`src/rtl/morse_tx_encoder.sv`:
```
// morse_tx_encoder: keys handshaked ASCII characters out as International Morse on a registered line
module morse_tx_encoder #(
   parameter int WORD_BITS   = 8,
   parameter int UNIT_CYCLES = 12000000,
   parameter int UNIT_BITS   = $clog2(UNIT_CYCLES)
) (
   input  logic                 clk_i,
   input  logic                 reset_i,
   input  logic [WORD_BITS-1:0] char_i,
   input  logic                 char_valid_i,
   output logic                 char_ready_o,
   output logic                 morse_o,
   output logic                 busy_o,
   output logic                 done_o,
   output logic                 err_o
);
   typedef enum logic [2:0] {IDLE, LOAD, MARK, ELEM_GAP, LETTER_GAP, WORD_GAP} state_t;
   function automatic logic [7:0] rom(input logic [WORD_BITS-1:0] c);
      logic [WORD_BITS-1:0] u;
      logic [7:0] code;
      u = (c >= WORD_BITS'(97) && c <= WORD_BITS'(122)) ? c - WORD_BITS'(32) : c;
      case (u[7:0])
         8'h41: code = {3'd2, 5'b00001};
         8'h42: code = {3'd4, 5'b01000};
         8'h43: code = {3'd4, 5'b01010};
         8'h44: code = {3'd3, 5'b00100};
         8'h45: code = {3'd1, 5'b00000};
         8'h46: code = {3'd4, 5'b00010};
         8'h47: code = {3'd3, 5'b00110};
         8'h48: code = {3'd4, 5'b00000};
         8'h49: code = {3'd2, 5'b00000};
         8'h4a: code = {3'd4, 5'b00111};
         8'h4b: code = {3'd3, 5'b00101};
         8'h4c: code = {3'd4, 5'b00100};
         8'h4d: code = {3'd2, 5'b00011};
         8'h4e: code = {3'd2, 5'b00010};
         8'h4f: code = {3'd3, 5'b00111};
         8'h50: code = {3'd4, 5'b00110};
         8'h51: code = {3'd4, 5'b01101};
         8'h52: code = {3'd3, 5'b00010};
         8'h53: code = {3'd3, 5'b00000};
         8'h54: code = {3'd1, 5'b00001};
         8'h55: code = {3'd3, 5'b00001};
         8'h56: code = {3'd4, 5'b00001};
         8'h57: code = {3'd3, 5'b00011};
         8'h58: code = {3'd4, 5'b01001};
         8'h59: code = {3'd4, 5'b01011};
         8'h5a: code = {3'd4, 5'b01100};
         8'h30: code = {3'd5, 5'b11111};
         8'h31: code = {3'd5, 5'b01111};
         8'h32: code = {3'd5, 5'b00111};
         8'h33: code = {3'd5, 5'b00011};
         8'h34: code = {3'd5, 5'b00001};
         8'h35: code = {3'd5, 5'b00000};
         8'h36: code = {3'd5, 5'b10000};
         8'h37: code = {3'd5, 5'b11000};
         8'h38: code = {3'd5, 5'b11100};
         8'h39: code = {3'd5, 5'b11110};
         default: code = 8'h00;
      endcase
      return (u >> 8) == '0 ? code : 8'h00;
   endfunction
   state_t state, next_state;
   logic [WORD_BITS-1:0] char_q;
   logic [UNIT_BITS-1:0] ucnt;
   logic [1:0] units, unit_load;
   logic [4:0] sh, rom_pat, rom_sh;
   logic [2:0] rem, rom_len;
   logic hs, wrap, last, entry, is_space, dash_next;
   assign hs        = char_valid_i & char_ready_o;
   assign {rom_len, rom_pat} = rom(char_q);
   assign rom_sh    = rom_pat << (3'd5 - rom_len);
   assign is_space  = char_q == WORD_BITS'(32);
   assign wrap      = ucnt == UNIT_BITS'(UNIT_CYCLES - 1);
   assign last      = wrap && units == 2'd0;
   assign entry     = next_state != state;
   assign dash_next = state == LOAD ? rom_sh[4] : sh[3];
   assign unit_load = next_state == MARK ? (dash_next ? 2'd2 : 2'd0) :
                      next_state == LETTER_GAP ? 2'd2 :
                      next_state == WORD_GAP ? 2'd3 : 2'd0;
   always_comb begin
      next_state = state;
      case (state)
         IDLE:                 next_state = hs ? LOAD : IDLE;
         LOAD:                 next_state = rom_len != 3'd0 ? MARK : is_space ? WORD_GAP : IDLE;
         MARK:                 next_state = last ? (rem != 3'd0 ? ELEM_GAP : LETTER_GAP) : MARK;
         ELEM_GAP:             next_state = last ? MARK : ELEM_GAP;
         LETTER_GAP, WORD_GAP: next_state = last ? IDLE : state;
         default:              next_state = IDLE;
      endcase
   end
   always_ff @(posedge clk_i) begin
      if (!reset_i) begin
         state        <= IDLE;
         char_q       <= '0;
         ucnt         <= '0;
         units        <= 2'd0;
         sh           <= 5'd0;
         rem          <= 3'd0;
         char_ready_o <= 1'b1;
         morse_o      <= 1'b0;
         busy_o       <= 1'b0;
         done_o       <= 1'b0;
         err_o        <= 1'b0;
      end else begin
         state        <= next_state;
         ucnt         <= (entry || wrap) ? '0 : ucnt + 1'b1;
         units        <= entry ? unit_load : wrap ? units - 2'd1 : units;
         if (hs) char_q <= char_i;
         if (state == LOAD) begin
            sh  <= rom_sh;
            rem <= rom_len - 3'd1;
         end else if (state == ELEM_GAP && last) begin
            sh  <= sh << 1;
            rem <= rem - 3'd1;
         end
         char_ready_o <= state == IDLE && !hs;
         morse_o      <= state == MARK;
         busy_o       <= state != IDLE;
         done_o       <= (state == LETTER_GAP || state == WORD_GAP) && last;
         err_o        <= hs && rom(char_i) == 8'h00 && char_i != WORD_BITS'(32);
      end
   end
endmodule

```
`config.mk`:
```
export PLATFORM = sky130hd
export DESIGN_NAME = morse_tx_encoder
export DESIGN_NICKNAME = d
export VERILOG_FILES = /design/src/rtl/morse_tx_encoder.sv
export SDC_FILE = /design/constraint.sdc
export NUM_CORES = 1
export LEC_CHECK = 0
export CAP_MARGIN = 20
export CORE_AREA = 3 3 111 113
export DETAILED_ROUTE_END_ITERATION = 6
export DIE_AREA = 0 0 114 116
export GPL_TIMING_DRIVEN = 0
export SLEW_MARGIN = 5
export SYNTH_ARGS = -nofsm -noshare
export SYNTH_HDL_FRONTEND = slang
export SYNTH_SLANG_ARGS = --single-unit
export TNS_END_PERCENT = 30
```
`constraint.sdc`:
```
create_clock -name clk_i -period 3.25 [get_ports clk_i]
set_input_delay 0.65 -clock clk_i [delete_from_list [all_inputs] [get_ports clk_i]]
set_output_delay 0.65 -clock clk_i [all_outputs]
set_load 0.05 [all_outputs]
```
## Word level (Yosys, flattened, before mapping)

Memory sizes are Yosys's and may differ from the RTL's.
Index checks and enable logic that the tools add are counted.

| storage, ports and cells | value |
|---|---|
| bits in registers | 49 |
| ROM bits | 2048 |
| bits of input ports | 11 |
| output and inout bits | 5 |
| word-level logic and storage cells | 84 |
| memories | 2 |

| operators by class | value |
|---|---|
| add/sub/neg operators | 7 |
| order comparisons | 4 |
| equal/unequal tests | 12 |
| shift operators | 1 |
| mux-type cells | 24 |
| bitwise operators | 2 |
| reductions and logical operators | 21 |

Memory list:

| memory | words | bits a word | rd ports | clocked after memory_dff | wr ports | line | text |
|---|---|---|---|---|---|---|---|
| (name not given) | 128 | 8 | 1 | 0 | 0 | 22 | `case (u[7:0])` |
| (name not given) | 128 | 8 | 1 | 0 | 0 | 22 |  |

Operators by type and width:

| cell | count |
|---|---|
| $mux W8 | 5 |
| $add A24 B1 Y24 const B | 1 |
| $eq A24 B24 Y1 const B | 1 |
| $mux W3 | 7 |
| $ge A8 B7 Y1 const B | 2 |
| $le A8 B7 Y1 const B | 2 |
| $sub A8 B6 Y8 const B | 2 |
| $pmux W3 S5 | 1 |
| $eq A3 B3 Y1 const B | 4 |
| $mux W2 | 6 |
| $eq A3 B2 Y1 const B | 3 |
| $reduce_bool A3 Y1 | 3 |
| $eq A8 B6 Y1 const B | 1 |
| $logic_and A1 B1 Y1 | 8 |
| $logic_not A8 Y1 | 1 |
| $mux W4 | 2 |
| $ne A8 B6 Y1 const B | 1 |
| $sub A3 B1 Y3 const B | 2 |
| $shl A5 B3 Y5 | 1 |
| $reduce_bool A2 Y1 | 2 |
| $reduce_or A2 Y1 | 2 |
| $eq A3 B1 Y1 const B | 1 |
| $logic_not A3 Y1 | 1 |
| $mux W1 | 3 |
| 8 further kinds | 9 |

## Logic depth before layout (Yosys ltp)

Gate-level depths: netlist of run 1.
An unclocked memory read counts as a cell.

| depth | value |
|---|---|
| depth in word-level cells | 13 |
| gate-level depth with buffers | 13 |
| gate-level depth less buffers | 13 |

## Least setup slack after synthesis of run 1

Ideal clock, no wire load.

| path | value |
|---|---|
| path type | register to register |
| start | register char_q[1] |
| end | register rem[2] |
| setup time | 0.086 ns |
| arrival time | 2.460 ns |
| required time | 3.164 ns |
| setup slack | 0.704 ns |
| cell stages (with the launch flop) | 13 |
| path buffers | 1 |
| period minus slack after synthesis | 2.546 ns |
| path through | dfxtp_1 buf_2 inv_1 ha_1 mux2_2 a221oi_1 nor3_2 mux2i_1 ha_1 nand4_1 xnor2_1 nor2_1 a211oi_1 |

| between the ends | value |
|---|---|
| longest elaborated chain between the ends | 7 |
| elaborated cells between the ends (all ways) | 9 |
| those cells by class | add/sub (2); order compare (2); mux (3); reduce/logical (1); memory (1) |

RTL lines:

| element | line | text |
|---|---|---|
| from (decl) | 64 | `logic [WORD_BITS-1:0] char_q;` |
| from (signal assigned) | 109 | `if (hs) char_q <= char_i;` |
| $ge A8 B7 Y1 / $le A8 B7 Y1 (equally long branches) | 21 | `u = (c >= WORD_BITS'(97) && c <= WORD_BITS'(122)) ? c - WORD_BITS'(32) : c;` |
| $logic_and A1 B1 Y1 | 21 |  |
| $mux W8 (*) | 21 |  |
| $mem_v2 Z128 W8 | n/a |  |
| $mux W8 (*) | 22 |  |
| $sub A3 B1 Y3 (*) | 112 | `rem <= rom_len - 3'd1;` |
| $mux W3 (*) | 110 | `if (state == LOAD) begin` |
| to (signal assigned) | 112 |  |
| to (signal assigned) | 115 | `rem <= rem - 3'd1;` |
| to (decl) | 68 | `logic [2:0] rem, rom_len;` |

Every way passes the cells marked *; elsewhere a longest branch is shown, timed or not.
A chain may end at the register's enable or synchronous reset.

## Final worst setup path of run 1

Ends and elaborated chain as after synthesis.

==> impl_results.rst, run 1 <==
.. list-table::
   :header-rows: 1

   * - Metric
     - Value
   * - Status
     - finished clean
   * - Post-synth EDFFs
     - 0
   * - Critical path required time
     - 3460 ps
   * - First-pass GRT wire length
     - 13500 um
   * - Data arrival time of the critical path
     - 3220 ps
   * - Starting Density
     - 0.298
   * - Hold/Removal Path Class
     - reg -> reg
   * - Total clock buffers created by CTS
     - 5
   * - Register area share after synthesis
     - 0.289
   * - Ant. Diodes
     - 0
   * - Buffers from clock root to sink, at most
     - 2
   * - Largest vdd supply drop
     - 0.203 mV
   * - Relative slew slack
     - 0.578
   * - Clock-pin slew on the worst setup and hold paths
     - 70 ps
   * - Worst Setup Start Kind
     - flip-flop
   * - Flop and latch count out of synthesis
     - 49
   * - Share of post-route cells with drive strength above 1
     - 0.104
   * - Share of flip-flops with an asynchronous set or reset after synthesis
     - 0
   * - Post-route setup TNS
     - 0 ps
   * - Timing-limited maximum frequency
     - 0.332 GHz
   * - Detailed-route DRC error count
     - 0
   * - Weighted congestion reported at the end of routability-driven placement
     - 0.878
   * - Total Wirelength
     - 7840 um
   * - Instance area after placement
     - 3720 sq um
   * - Residual antenna-violating net count after detailed routing
     - 0
   * - Area of the multi-input gates
     - 2210 sq um
   * - Register-to-Register Path Depth
     - 12
   * - Sequential cell area in the final layout
     - 981 sq um
   * - Pin count of the biggest net entering global routing
     - 16
   * - Max-cap violations
     - 0
   * - Width of the chip
     - 114 um
   * - Critical path endpoint category
     - flip-flop
   * - Power density cells
     - 370 nW/um^2
   * - Number of instances in the synthesized netlist
     - 421
   * - Final setup violation count
     - 0
   * - Setup clock skew after layout
     - 5.72 ps
   * - CTS Root Cell
     - sky130_fd_sc_hd__clkbuf_16
   * - Clock latency on the worst-skew pair
     - 300 ps
   * - Total global routing overflow
     - 0
   * - Avg WL per Cell
     - 13.4 um
   * - Initial antenna violation count
     - 0
   * - Overall via count from detail_route
     - 3048
   * - Worst slack on hold paths
     - 461 ps
   * - CTS HTree Levels
     - 2
   * - Via count of the first global-routing pass
     - 2923
   * - Number of top-level design ports
     - 16
   * - Placed wire-length estimate
     - 5970 um
   * - Core area
     - 11400 sq um
   * - Number of pins with negative max-slew slack in the final report
     - 0
   * - Static Leakage
     - 1.39 nW
   * - Die Y-Extent
     - 116 um
   * - Number of nets in the finished design
     - 471
   * - Top_reg_cell synth
     - sky130_fd_sc_hd__dfxtp_1
   * - Number of sinks on the clock net
     - 49
   * - Post-synth net total
     - 450
   * - DIE AREA
     - 13200 sq um
   * - Number of cells on the worst hold path
     - 1
   * - Crit Path Max Fanout
     - 10
   * - Crit Path Class
     - reg -> reg
   * - Aggregate global-route resource usage
     - 0.124
   * - Final-report hold violation count
     - 0
   * - Pre-Repair DR Iteration Count
     - 5
   * - Ratio of final minimum period to clock period
     - 0.926
   * - Cell area after synthesis
     - 3400 sq um
   * - Final cell utilization of the core
     - 0.338
   * - Area added between synthesis and finish
     - 13.8%
   * - Fin crit period
     - 3010 ps
   * - Post-synth cell types
     - 80
   * - IO Port Bufs
     - 14
   * - Setup repair after global routing missed its margin
     - false
   * - Post-Layout Inst Area
     - 3860 sq um
   * - Cell Rows
     - 39
   * - Number of filler instances in the final layout
     - 1237
   * - Post-detailed-route via-to-cell ratio
     - 5.20
   * - DR iter-0 viols
     - 178
   * - TritonCTS clock tree
     - done
   * - Yosys Warn Count
     - 0
   * - Avg Synthesized Cell Area
     - 8.07 sq um
   * - Slew @ Worst Pin
     - 632 ps
[cells by family (layout without fill, tap and decap cells)]
| kind of cell | count (synthesis) | in the layout | share of synthesized area |
|---|---|---|---|
| simple gates | 196 | 196 | 0.313 |
| compound gates | 83 | 83 | 0.176 |
| flops | 49 | 49 | 0.289 |
| buf+inv | 41 | 63 | 0.0630 |
| xor+xnor | 25 | 25 | 0.0645 |
| fa+ha+maj | 18 | 18 | 0.0663 |
| mux | 9 | 9 | 0.0276 |
[layout make-up]
type                            instances  share of cell area
Inverter                               20              0.0194
Sequential cell                        49               0.254
Tap cell                              143              0.0463
Buffer                                 21              0.0359
Timing Repair Buffer                   14              0.0363
Clock buffer                            6              0.0333
Clock inverter                          2             0.00356
Multi-Input combinational cell        331               0.571
[repair_timing]
item,4_1_cts,5_1_grt
hold buffers,0,0
gates resized for setup,0,1
endpoints found under the setup margin,0,1
buffers inserted,0,0
[cell usage in the layout (no fill, tap or decap), types with 8 or more instances in the layout]
master / n
sky130_fd_sc_hd__nand4_1: 10
sky130_fd_sc_hd__clkdlybuf4s50_1: 14
sky130_fd_sc_hd__o21ai_0: 8
sky130_fd_sc_hd__inv_1: 19
sky130_fd_sc_hd__ha_1: 18
sky130_fd_sc_hd__a21oi_1: 25
sky130_fd_sc_hd__clkbuf_1: 8
sky130_fd_sc_hd__xor2_1: 13
sky130_fd_sc_hd__nor2b_1: 9
sky130_fd_sc_hd__nor2_1: 54
sky130_fd_sc_hd__nand2_1: 42
sky130_fd_sc_hd__dfxtp_1: 49
sky130_fd_sc_hd__nand3_1: 13
sky130_fd_sc_hd__nor3_1: 14
sky130_fd_sc_hd__xnor2_1: 12
[critical path, cell delays in order, from the launching register on]
cell	delay (ps)
sky130_fd_sc_hd__dfxtp_1	460
sky130_fd_sc_hd__buf_2	260
sky130_fd_sc_hd__inv_1	150
sky130_fd_sc_hd__ha_1	290
sky130_fd_sc_hd__mux2_2	320
sky130_fd_sc_hd__a221oi_2	370
sky130_fd_sc_hd__nor3_2	120
sky130_fd_sc_hd__mux2i_1	160
sky130_fd_sc_hd__ha_1	220
sky130_fd_sc_hd__nand4_1	140
sky130_fd_sc_hd__xnor2_1	180
sky130_fd_sc_hd__nor2_1	60
sky130_fd_sc_hd__a211oi_1	210
[path summary, 6_finish.rpt]
kind,startpoint,to,slack (ps)
worst min-delay path,ucnt[0],ucnt[0],460
worst max-delay path,char_q[1],rem[2],240
worst min register to register,ucnt[0],ucnt[0],460
worst max register to register,char_q[1],rem[2],240
[report_power, final]
group          internal, mW  total [mW]  switching (mW)
combinational         0.110       0.271           0.161
clock                 0.288       0.525           0.237
sequential            0.619       0.634          0.0147
total                  1.02        1.43           0.413
[synth_stat cells, drive strengths merged, types with 4 or more instances]
cell type / n / area [sq um]
a211oi: 6 / 60.1
a21oi: 25 / 125
a221oi: 4 / 47.6
a31oi: 7 / 43.8
and3: 7 / 45.1
buf: 14 / 113
clkbuf: 7 / 26.3
dfxtp: 49 / 981
ha: 18 / 225
inv: 20 / 75.1
mux2i: 6 / 60.1
nand2: 42 / 158
nand2b: 4 / 25.0
nand3: 13 / 65.1
nand3b: 7 / 52.6
nand4: 11 / 75.1
nor2: 55 / 209
nor2b: 9 / 56.3
nor3: 16 / 90.1
nor4: 5 / 52.6
o21ai: 10 / 65.1
o22ai: 4 / 25.0
or3: 5 / 31.3
or4b: 4 / 43.8
xnor2: 12 / 105
xor2: 13 / 114
[per-layer routing]
metal / routed length, um / part of all wire / global-route usage / vias up
li1: - / - / - / 1545
met3: 261 / 0.033 / 0.0256 / 11
met1: 3680 / 0.47 / 0.148 / 1434
met2: 3800 / 0.48 / 0.221 / 58
met5: 0 / 0 / 0 / -
met4: 111 / 0.014 / 0.0451 / 0
[through the flow]
step / instances / setup WS, ps / power [mW]
floorplan: 421 / 704 / 0.842
global placement: 578 / 154 / 0.911
detailed placement: 578 / 136 / 0.914
CTS: 586 / 193 / 1.45
global route: 586 / 26.6 / 1.50
finish: 586 / 241 / 1.43
[state kept, by name, indices dropped and copies added, names as in the netlist]
register / cells
busy_o: 1
char_q: 8
char_ready_o: 1
done_o: 1
err_o: 1
morse_o: 1
rem: 3
sh: 4
state: 3
ucnt: 24
units: 2
Power figures use the tool's default switching activity.
==> inputs of run 2 (changes only) <==
--- a/config.mk
+++ b/config.mk
@@ -14,4 +14,4 @@
 export SYNTH_ARGS = -nofsm -noshare
 export SYNTH_HDL_FRONTEND = slang
 export SYNTH_SLANG_ARGS = --single-unit
-export TNS_END_PERCENT = 30
+export TNS_END_PERCENT = 50
==> results of run 2 <==
The final DEF is identical to that of run 1; final timing and power are the same.
